### src/rtl/huff_seq_ctrl.sv
`default_nettype none
// ============================================================================
//  Module      : huff_seq_ctrl
//  Description : Run-level sequencer for the Huffman compression pipeline.
//                Clears the stages, then starts symbol counter, tree builder,
//                code generator and serial output stage in order. Each stage
//                gets a one-cycle start pulse and the sequencer waits for
//                its done level. Reports busy/done/error status and counts
//                run cycles.
//                Optional per-stage watchdog: define HUFF_SEQ_TIMEOUT_EN.
//  Revision    : 1.0 - initial release
// ============================================================================
module huff_seq_ctrl #(
    parameter int TO_CYCLES = 50000,
    parameter int CNT_W     = 32
) (
    input  logic             Clk_in,
    input  logic             n_Rst,
    input  logic             Go,
    input  logic             Abort,
    output logic             Stage_nrst,
    output logic             Start_cnt,
    output logic             Start_tree,
    output logic             Start_code,
    output logic             Start_out,
    input  logic             Done_cnt,
    input  logic             Done_tree,
    input  logic             Done_code,
    input  logic             Fin,
    output logic             Busy,
    output logic             Done,
    output logic             Err,
    output logic [1:0]       Err_stage,
    output logic [2:0]       Phase,
    output logic [CNT_W-1:0] Cycles
);

    typedef enum logic [2:0] {
        ST_IDLE = 3'd0,
        ST_CLR  = 3'd1,
        ST_CNT  = 3'd2,
        ST_TREE = 3'd3,
        ST_CODE = 3'd4,
        ST_OUT  = 3'd5,
        ST_DONE = 3'd6,
        ST_ERR  = 3'd7
    } state_t;

    // A watchdog shorter than two cycles could never see a wait cycle.
    if (TO_CYCLES < 2) begin : g_bad_to_cycles
        $error("huff_seq_ctrl: TO_CYCLES must be at least 2");
    end

    state_t           state;
    state_t           state_nxt;
    state_t           stage_succ;
    logic             entry;       // first cycle after a state change
    logic             in_stage;
    logic             stage_done;
    logic [1:0]       stage_idx;
    logic [CNT_W-1:0] cycles;

`ifdef HUFF_SEQ_TIMEOUT_EN
    localparam int               WD_W    = (TO_CYCLES > 2) ? $clog2(TO_CYCLES) : 1;
    localparam logic [WD_W-1:0]  WD_LAST = WD_W'(TO_CYCLES - 1);

    // Cycles since stage entry; equals the index of the current wait cycle.
    logic [WD_W-1:0] wd;
    logic            timeout_hit;
    logic            err;
    logic [1:0]      err_stage;
`endif

    // Next-state and output decode
    always_comb begin
        stage_done = 1'b0;
        stage_idx  = 2'd0;
        stage_succ = ST_IDLE;
        in_stage   = 1'b0;
        case (state)
            ST_CNT:  begin in_stage = 1'b1; stage_done = Done_cnt;  stage_idx = 2'd0; stage_succ = ST_TREE; end
            ST_TREE: begin in_stage = 1'b1; stage_done = Done_tree; stage_idx = 2'd1; stage_succ = ST_CODE; end
            ST_CODE: begin in_stage = 1'b1; stage_done = Done_code; stage_idx = 2'd2; stage_succ = ST_OUT;  end
            ST_OUT:  begin in_stage = 1'b1; stage_done = Fin;       stage_idx = 2'd3; stage_succ = ST_DONE; end
            default: ;
        endcase

`ifdef HUFF_SEQ_TIMEOUT_EN
        // Done and Abort both outrank the watchdog.
        timeout_hit = in_stage && !entry && !stage_done && !Abort && (wd == WD_LAST);
`endif

        state_nxt = state;
        if ((state != ST_IDLE) && Abort) begin
            state_nxt = ST_IDLE;
        end else begin
            case (state)
                ST_IDLE: if (Go) state_nxt = ST_CLR;
                ST_CLR:  state_nxt = ST_CNT;
                ST_CNT, ST_TREE, ST_CODE, ST_OUT: begin
                    // Done levels are ignored during the entry (start) cycle.
                    if (!entry && stage_done) begin
                        state_nxt = stage_succ;
                    end
`ifdef HUFF_SEQ_TIMEOUT_EN
                    else if (timeout_hit) begin
                        state_nxt = ST_ERR;
                    end
`endif
                end
                // Go still high at completion chains straight into the next
                // run's clear cycle so runs stay back-to-back.
                ST_DONE: state_nxt = Go ? ST_CLR : ST_IDLE;
`ifdef HUFF_SEQ_TIMEOUT_EN
                ST_ERR:  if (!Go) state_nxt = ST_IDLE;
`else
                ST_ERR:  state_nxt = ST_IDLE;
`endif
                default: state_nxt = ST_IDLE;
            endcase
        end

        Stage_nrst = (state != ST_CLR);
        Start_cnt  = (state == ST_CNT)  && entry && !Abort;
        Start_tree = (state == ST_TREE) && entry && !Abort;
        Start_code = (state == ST_CODE) && entry && !Abort;
        Start_out  = (state == ST_OUT)  && entry && !Abort;
        Busy       = (state != ST_IDLE);
        Done       = (state == ST_DONE) && !Abort;
        Phase      = state;
    end

    // State register and entry-cycle flag
    always_ff @(posedge Clk_in or negedge n_Rst) begin
        if (!n_Rst) begin
            state <= ST_IDLE;
            entry <= 1'b0;
        end else begin
            state <= state_nxt;
            entry <= (state_nxt != state);
        end
    end

    // Run cycle counter: restarts at 1 in CLR, counts stage cycles, saturates
    always_ff @(posedge Clk_in or negedge n_Rst) begin
        if (!n_Rst) begin
            cycles <= '0;
        end else if (!Abort) begin
            if (state == ST_CLR) begin
                cycles <= CNT_W'(1);
            end else if (in_stage && (cycles != {CNT_W{1'b1}})) begin
                cycles <= cycles + CNT_W'(1);
            end
        end
    end

    assign Cycles = cycles;

`ifdef HUFF_SEQ_TIMEOUT_EN
    // Watchdog: zero on every state change, counts while a stage is held
    always_ff @(posedge Clk_in or negedge n_Rst) begin
        if (!n_Rst) begin
            wd <= '0;
        end else if (in_stage && (state_nxt == state)) begin
            wd <= wd + WD_W'(1);
        end else begin
            wd <= '0;
        end
    end

    // Sticky timeout flag and offending stage, cleared by the next CLR
    always_ff @(posedge Clk_in or negedge n_Rst) begin
        if (!n_Rst) begin
            err       <= 1'b0;
            err_stage <= 2'd0;
        end else if ((state == ST_CLR) && !Abort) begin
            err       <= 1'b0;
            err_stage <= 2'd0;
        end else if (timeout_hit) begin
            err       <= 1'b1;
            err_stage <= stage_idx;
        end
    end

    assign Err       = err;
    assign Err_stage = err_stage;
`else
    assign Err       = 1'b0;
    assign Err_stage = 2'd0;
`endif

endmodule
`default_nettype wire
### config.mk
export PLATFORM = sky130hd
export DESIGN_NAME = huff_seq_ctrl
export DESIGN_NICKNAME = d
export VERILOG_FILES = /design/src/rtl/huff_seq_ctrl.sv
export SDC_FILE = /design/constraint.sdc
export NUM_CORES = 1
export LEC_CHECK = 0
export ABC_AREA = 1
export BUFFER_PORTS_ARGS = -buffer_cell sky130_fd_sc_hd__buf_2
export CORE_MARGIN = 2
export CORE_UTILIZATION = 60
export DETAILED_ROUTE_END_ITERATION = 10
export HOLD_SLACK_MARGIN = 0.08
export PLACE_DENSITY_LB_ADDON = 0.3
export SLEW_MARGIN = 10
export SYNTH_ARGS = -nofsm -noshare
export SYNTH_HDL_FRONTEND = slang
export SYNTH_SLANG_ARGS = --single-unit
### constraint.sdc
create_clock -name Clk_in -period 4.8 [get_ports Clk_in]
set_input_delay 0 -clock Clk_in [delete_from_list [all_inputs] [get_ports Clk_in]]
set_output_delay 0 -clock Clk_in [all_outputs]
set_load 0.01 [all_outputs]
==> results.yml, run 1 <==
outcome:
  status: "finished clean"
clock_tree:
  cts_tree: "done"
  postCtsSetupRepairBufs: 0
  clk-insertion-delay-late_ps: 280
  cts_buffers: 5
  clockBufferDepth: 2
  root_buffer: "clkbuf_8"
  cts.clk_slew.worst_paths_ps: 70
  cts_htree_levels: 2
  clock-sinks: 36
routing:
  wire_per_inst_um: 13.2
  drc_errors: 0
  vias_per_cell: 5.32
  first_pass_iters: 4
  antenna_left: 0
  num_vias: 2617
  drt-total-wl_um: 6520
  dr.first_iter.drc_count: 156
timing:
  fin_crit_ps: 2560
  setup_violations: 0
  tns_ps: 0
  finClkSkew_ps: 1.84
  worst_pin_slew_ps: 795
  hold_slack_ps: 145
  slew_headroom_pct: 47.0
  rsz0062_at_grt: "no"
  maxClockFrequency_mhz: 391
  worst_slack_ps: 2240
  finalHoldViolations: 0
  slew_viol_final: 0
  fin_crit_sh_pct: 53.2
synthesis:
  avgSynthCellArea_um2: 6.79
  yosysWarnings: 0
  synth_async_sr_flop_share_pct: 100
  yosys-top-cells-area: "dfrtp_1 (34%), nand2_1 (17%), nor2_1 (9.5%)"
  ys.flop_type: "dfrtp_1"
  synth_enable_flop_cells: 0
  syn-cell-area_mm2: 0.00268
  ys_seq_elements: 36
  yosysSeqAreaShare_pct: 33.7
  netlist.area_leader.share_pct: 33.7
  netlist_instances: 394
  yosysUniqueCellTypes: 31
  synth_top_area_cell: "dfrtp_1"
global_routing:
  grt_max_degree: 38
  grt_pass1_vias: 2398
  grtUsageTotal_pct: 27.8
  grt_first_pass_wirelength_um: 11300
  antenna_found_initial: 0
  overflow: 0
critical_path:
  worstPathArrival_ps: 2760
  cp.required_ps: 5010
  crit_top_cell: "inv_2"
  crit_path_cell_trace: "inv_1 -> nor2_4 -> inv_2 -> nor2_2 -> inv_2 -> nand2_4 -> nand2_1 -> o21ai_2"
  critPathCaptureType: "flop"
  cp_slowest_cell: "dfrtp_1"
  slowest_delay_ps: 580
  crit_type: "reg2reg"
  start_kind: "flop"
  crit_fanout: 37
placed_design:
  place_ws_ps: 2270
  io_buffer_count: 49
  place.gp.congestion: 0.942
  hpwlAfterDp_um: 4850
worst_hold_path:
  hp-class: "in2reg"
final_layout:
  diodes: 0
  final_common_cell: "nand2_1"
  fillers: 394
  drive_above_1_share_pct: 19.1
  nets: 448
  mostFrequentLayoutCells: "nand2_1 (122), nor2_1 (68), buf_2 (49)"
  area_delta_synth_final_pct: 12.2
floorplanning:
  io_pins: 53
  die_area_mm2: 0.00501
  die_x_um: 70.8
  core_area_mm2: 0.00432
  initial_core_util_pct: 61.9
  chipHeight_um: 70.8
  fp-row-count: 24
pwr:
  power.leakage_nw: 1.55
  ir_drop_uv: 302
  power_w: 0.00107
  power_density_mw_per_mm2: 357
run:
  cap_violations: 0
## cell usage after synthesis, drive strengths merged, types with 3 or more instances
cell,count
nor3,12
nor4,4
o21ai,12
nand3,40
nor2,73
dfrtp,36
nand2,127
xnor2,7
inv,31
clkbuf,3
buf,12
nand4,10
xor2,20
a21oi,3
## worst max-delay path, delay by kind of cell, from the launching register on
family,cells,cell delay [ps]
AO/OA/AOI/OAI,1,80
buffers and inverters,3,590
flip-flops,1,580
AND/OR/NAND/NOR,4,1220
## area by class of cell
class | count | area [µm²] | share of cell area [%]
multi-input cells | 313 | 1560 | 52.0
flip-flops and latches | 36 | 901 | 30.0
repair buffers | 51 | 265 | 8.83
clock buffers | 8 | 90.1 | 3.00
well taps | 52 | 65.1 | 2.17
inverters | 32 | 121 | 4.04
## what timing repair did
| item | CTS | global route |
|---|---|---|
| hold endpoints to repair | 37 | 0 |
| hold buffers | 2 | 0 |
| gates resized for setup | 0 | 0 |
## metrics by stage
step / instances / util (%) / cell area (µm²)
final: 492 / 69.4 / 3000
after global placement: 482 / 66.9 / 2890
after CTS: 492 / 69.4 / 3000
after floorplan: 396 / - / 2680
after detailed placement: 482 / 66.9 / 2890
after global routing: 492 / 69.4 / 3000
## registers in the layout, summed over array words and instances, names as in the netlist
| register | count |
|---|---|
| Cycles | 32 |
| Phase | 3 |
| entry | 1 |
## worst paths after layout
kind	depth (start not counted)	start	to	slack (ps)
min reg2reg	2	Cycles[31]	Cycles[31]	580
max in group asynchronous	2	n_Rst	Cycles[19]	3950
min in group asynchronous	2	n_Rst	Cycles[6]	350
min	4	Abort	Phase[2]	140
max	8	Phase[0]	Cycles[19]	2240
max reg2reg	8	Phase[0]	Cycles[19]	2240
## layer usage
metal | part of all wire [%] | vias up | GRT usage, %
met5 | 0 | - | 0
met4 | 1.2 | 0 | 8.18
met3 | 5.9 | 10 | 4.99
met2 | 47 | 99 | 43.9
li1 | - | 1337 | -
met1 | 45 | 1171 | 39.3
## cells by family (layout without fill, tap and decap cells)
group / count (synthesis) / count (layout) / share of synthesized area [%]
AND/OR/NAND/NOR: 267 / 267 / 44.9
buffers and inverters: 47 / 91 / 8.32
flip-flops: 36 / 36 / 33.7
XOR/XNOR: 27 / 27 / 8.84
AO/OA/AOI/OAI: 15 / 15 / 3.65
adder cells (fa/ha/maj): 1 / 1 / 0.467
other: 1 / 3 / 0.140
## power breakdown
group	switching, W	internal [W]	total [W]
Clock	0.000103	0.000117	0.000221
Sequential	0.0000753	0.000349	0.000424
Combinational	0.000294	0.000132	0.000426
Total	0.000473	0.000598	0.00107
Power figures use the tool's default switching activity.
==> inputs of run 2 (changes only) <==
--- a/config.mk
+++ b/config.mk
@@ -8,7 +8,7 @@
 export ABC_AREA = 1
 export BUFFER_PORTS_ARGS = -buffer_cell sky130_fd_sc_hd__buf_2
 export CORE_MARGIN = 2
-export CORE_UTILIZATION = 60
+export CORE_UTILIZATION = 50
 export DETAILED_ROUTE_END_ITERATION = 10
 export HOLD_SLACK_MARGIN = 0.08
 export PLACE_DENSITY_LB_ADDON = 0.3
==> constraint.sdc (replaced) <==
create_clock -name Clk_in -period 2.2 [get_ports Clk_in]
set_input_delay 0 -clock Clk_in [delete_from_list [all_inputs] [get_ports Clk_in]]
set_output_delay 0 -clock Clk_in [all_outputs]
set_load 0.01 [all_outputs]
==> results.yml, run 2 (synthesis gave the netlist of run 1 again) <==
outcome:
  status: "finished clean"
clock_tree:
  postCtsSetupRepairBufs: 0
  cts_htree_levels: 2
  clockBufferDepth: 2
  clk-insertion-delay-late_ps: 280
  cts.clk_slew.worst_paths_ps: 70
  root_buffer: "clkbuf_8"
  cts_buffers: 5
  cts_tree: "done"
  clock-sinks: 36
timing:
  worst_pin_slew_ps: 795
  fin_crit_ps: 2050
  tns_ps: 0
  fin_crit_sh_pct: 93.0
  worst_slack_ps: 153
  finClkSkew_ps: 5.85
  slew_viol_final: 0
  rsz0062_at_grt: "no"
  slew_headroom_pct: 47.0
  setup_violations: 0
  maxClockFrequency_mhz: 489
  finalHoldViolations: 0
floorplanning:
  initial_core_util_pct: 52.1
  die_x_um: 77.2
  die_area_mm2: 0.00595
  core_area_mm2: 0.00514
  chipHeight_um: 77.2
  io_pins: 53
  fp-row-count: 26
final_layout:
  mostFrequentLayoutCells: "nand2_1 (122), nor2_1 (68), buf_2 (49)"
  final_common_cell: "nand2_1"
  diodes: 0
  area_delta_synth_final_pct: 14.6
  nets: 452
  drive_above_1_share_pct: 20.3
  largest_reg_flops: 32
pwr:
  p_sw_share_pct: 43.6
  power_switching_w: 0.00106
  ir_drop_uv: 619
  p_seq_share_pct: 37.0
  power.leakage_nw: 1.57
  p_comb_share_pct: 42.1
  power.share.clock_pct: 20.9
  power_density_mw_per_mm2: 794
  internal-power_w: 0.00137
routing:
  wire_per_inst_um: 13.4
  drc_errors: 0
  dr.first_iter.drc_count: 133
  first_pass_iters: 5
  antenna_left: 0
  num_vias: 2691
  drt-total-wl_um: 6870
  vias_per_cell: 5.25
critical_path:
  cp_slowest_cell: "dfrtp_1"
  crit_buf_inv: 2
  timing.rr.end: "Cycles[18]"
  r2r_setup_slack_ps: 150
  crit_type: "reg2reg"
  start_kind: "flop"
  slowest_delay_ps: 390
  regToRegStartpoint: "Cycles[1]"
  cp_top_family: "simple AND/OR/NAND/NOR gates"
  crit_top_cell: "nand2_4"
  crit_path_cell_trace: "ha_1 -> nand3_2 -> inv_2 -> nand2_4 -> clkinv_2 -> nand2_4 -> nor2_4 -> nand4_2 -> nand2_4 -> nand2_8 -> nand2_1 -> o21ai_2"
  critPathCaptureType: "flop"
  worstPathArrival_ps: 2220
  ff2ff_path_depth: 12
  crit_fanout: 37
  cp.required_ps: 2370
placed_design:
  hpwlAfterDp_um: 5240
  io_buffer_count: 49
  place_ws_ps: 76.2
  place.gp.congestion: 0.977
run:
  cap_violations: 0
global_routing:
  grt_first_pass_wirelength_um: 11800
  overflow: 0
  antenna_found_initial: 0
  grt_max_degree: 38
  grt_pass1_vias: 2514
  grtUsageTotal_pct: 24.3
worst_hold_path:
  holdPathStages: 3
  holdCritStartpoint: "Go"
  hold_end: "Phase[0]"
  hp-class: "in2reg"
[run 2: cell count changes in the layout (fill, tap and decap cells not counted), sizes merged]
| cell | change |
|---|---|
| buf | +5 |
| clkbuf | -1 |
| dlygate4sd3 | -1 |
[run 2: cell type report]
class | count | area, µm²
Multi-Input combinational cell | 313 | 1570
Fill cell | 537 | 2070
Timing Repair Buffer | 55 | 293
Sequential cell | 36 | 901
Clock buffer | 7 | 96.3
Inverter | 32 | 121
Tap cell | 70 | 87.6
[run 2: per-stage QoR]
stage	instance area, µm²	utilization, %	instances	hold WS (ps)	power [W]
6_report	3070	59.7	513	81.7	0.00244
3_3_place_gp	2950	57.4	505	126	0.00190
4_1_cts	3060	59.5	513	83.5	0.00244
5_1_grt	3070	59.7	513	140	0.00263
2_1_floorplan	2680	-	396	-296	0.00164
3_5_place_dp	2950	57.4	505	131	0.00193
[run 2: power groups by stage]
stage               clock network [W]  logic, W  registers, W
floorplan                           0  0.000725      0.000919
global placement                    0   0.00100      0.000904
detailed placement                  0   0.00102      0.000909
CTS                          0.000521   0.00103      0.000897
global route                 0.000556   0.00115      0.000918
finish                       0.000509   0.00103      0.000901
[run 2: routing by layer]
layer  track usage (%)  vias up  part of all wire (%)
met1              33.7     1253                    47
met4              5.00        0                   1.1
li1                  -     1341                     -
met5                 0        -                     0
met2              40.3       84                    47
met3              3.53       13                   5.0
[run 2: how the worst max path moves through the flow]
stage | from | endpoint | cells after the start
after detailed placement | Cycles[1] | Cycles[18] | 12
after global placement | Cycles[1] | Cycles[18] | 12
after CTS | Cycles[1] | Cycles[18] | 12
after floorplan | Cycles[0] | Cycles[2] | 13
after global routing | Cycles[1] | Cycles[13] | 12
final | Cycles[1] | Cycles[18] | 12
[run 2: worst min-delay path, delay by kind of cell]
kind / cells / cell delay, ps
compound gates: 2 / 230
buf+inv: 1 / 80
[run 2: timing repair]
action	CTS	global route
hold endpoints to repair	36	0
hold buffers	1	0
gates resized for setup	0	1
endpoints found under the setup margin	0	31
==> inputs of run 3 (changes only) <==
--- a/config.mk
+++ b/config.mk
@@ -7,6 +7,7 @@
 export LEC_CHECK = 0
 export ABC_AREA = 1
 export BUFFER_PORTS_ARGS = -buffer_cell sky130_fd_sc_hd__buf_2
+export CORE_ASPECT_RATIO = 0.8
 export CORE_MARGIN = 2
 export CORE_UTILIZATION = 50
 export DETAILED_ROUTE_END_ITERATION = 10
==> results.yml, run 3 (synthesis gave the netlist of run 1 again) <==
placed_design:
  place_area_mm2: 0.00294
  place.gp.congestion: 0.953
  placed_cells: 496
  io_buffer_count: 49
  hpwlAfterDp_um: 5410
floorplanning:
  initial_core_util_pct: 52.5
  core_area_mm2: 0.00509
  chipHeight_um: 69.4
  io_pins: 53
  fp-row-count: 23
  die_area_mm2: 0.00596
  die_x_um: 85.8
clock_tree:
  clock-sinks: 36
  postCtsSetupRepairBufs: 0
  clk-insertion-delay-late_ps: 290
  clockBufferDepth: 2
  root_buffer: "clkbuf_8"
  cts.clk_slew.worst_paths_ps: 70
  cts_htree_levels: 2
  cts_tree: "done"
  cts_buffers: 5
timing:
  tns_ps: 0
  worst_pin_slew_ps: 775
  finalHoldViolations: 0
  setup_violations: 0
  maxClockFrequency_mhz: 494
  rsz0062_at_grt: "no"
  slew_viol_final: 0
  slew_headroom_pct: 48.3
  fin_crit_sh_pct: 92.0
  finClkSkew_ps: 3.76
  fin_crit_ps: 2020
pwr:
  p_sw_share_pct: 44.4
  ir_drop_uv: 540
  power_density_mw_per_mm2: 794
  power.share.clock_pct: 20.4
  p_seq_share_pct: 37.4
  power.leakage_nw: 1.56
  power_switching_w: 0.00107
  p_comb_share_pct: 42.2
  internal-power_w: 0.00134
final_layout:
  fin_area_mm2: 0.00304
  final_util_pct: 59.8
  largest_reg_flops: 32
  diodes: 0
  final_common_cell: "nand2_1"
  fillers: 494
  layout.cells.non_filler: 505
  drive_above_1_share_pct: 19.9
  mostFrequentLayoutCells: "nand2_1 (122), nor2_1 (68), buf_2 (49)"
  nets: 451
  area_delta_synth_final_pct: 13.7
routing:
  wl_met2_um: 2970
  antenna_left: 0
  dr.first_iter.drc_count: 203
  vias_per_cell: 5.35
  first_pass_iters: 8
  wire_per_inst_um: 14.0
  met3WireLength_um: 470
  num_vias: 2702
  drc_errors: 2
  drt-total-wl_um: 7090
  m1WireLength_um: 3560
  dr.max_layer_used: "met4"
critical_path:
  crit_top_cell: "nand2_4"
  crit_type: "reg2reg"
  crit_fanout: 37
  crit_buf_inv: 2
  critPathCaptureType: "flop"
  start_kind: "flop"
  cp.required_ps: 2380
  slowest_delay_ps: 400
  worstPathArrival_ps: 2200
  cp_top_family: "simple AND/OR/NAND/NOR gates"
  cp_slowest_cell: "dfrtp_1"
  crit_path_cell_trace: "ha_1 -> nand3_2 -> inv_2 -> nand2_4 -> clkinv_2 -> nand2_4 -> nor2_4 -> nand4_2 -> nand2_4 -> nand2_8 -> nand2_1 -> o21ai_2"
global_routing:
  grtUsageTotal_pct: 25.3
  antenna_found_initial: 0
  grt_first_pass_wirelength_um: 12100
  grt_pass1_vias: 2511
  overflow: 0
  grt_max_degree: 38
run:
  cap_violations: 0
worst_hold_path:
  hp-class: "in2reg"
outcome:
  status: "complete, but fails checks"
  failed_checks: "DRC"
run 3: area by class of cell:
cell class	count	area (µm²)	area share, %
sequential	36	901	29.6
inverter	32	121	3.99
tap	62	77.6	2.55
multi-input combinational	313	1570	51.5
clock buffer	8	90.1	2.96
timing repair buffer	54	285	9.37
run 3: timing repair:
action / CTS / global route
resized for setup: 0 / 1
endpoints found under the hold margin: 36 / 0
hold buffers: 1 / 0
setup endpoints to repair: 0 / 27
run 3: final timing paths:
path / startpoint / endpoint / slack, ps / depth (start not counted)
min in group asynchronous: n_Rst / Cycles[3] / 320 / 2
min: Go / Phase[0] / 90 / 3
max in group asynchronous: n_Rst / Cycles[29] / 1400 / 2
min reg2reg: Cycles[31] / Cycles[31] / 590 / 2
max: Cycles[1] / Cycles[6] / 180 / 12
max reg2reg: Cycles[1] / Cycles[6] / 180 / 12
run 3: tightest hold or removal path, delay by kind of cell:
family	cells	cell delay (ps)
compound gates	2	260
buf+inv	1	80
run 3: per-stage QoR:
stage	hold slack, ps	total power, W	worst slack, ps
4_1_cts	87.9	0.00241	80.0
2_1_floorplan	-296	0.00164	361
5_1_grt	137	0.00259	45.9
3_3_place_gp	127	0.00188	210
6_report	94.9	0.00242	176
3_5_place_dp	127	0.00192	87.4
run 3: per-layer routing:
layer	global-route usage, %	up-vias
li1	-	1344
met1	39.0	1248
met2	35.9	100
met3	4.29	10
met4	7.41	0
met5	0	-
run 3: power by group through the flow:
stage	Combinational (W)	Sequential [W]	Clock [W]
finish	0.00102	0.000903	0.000492
global route	0.00114	0.000919	0.000527
CTS	0.00101	0.000900	0.000501
detailed placement	0.00101	0.000913	0
global placement	0.000979	0.000904	0
floorplan	0.000725	0.000919	0
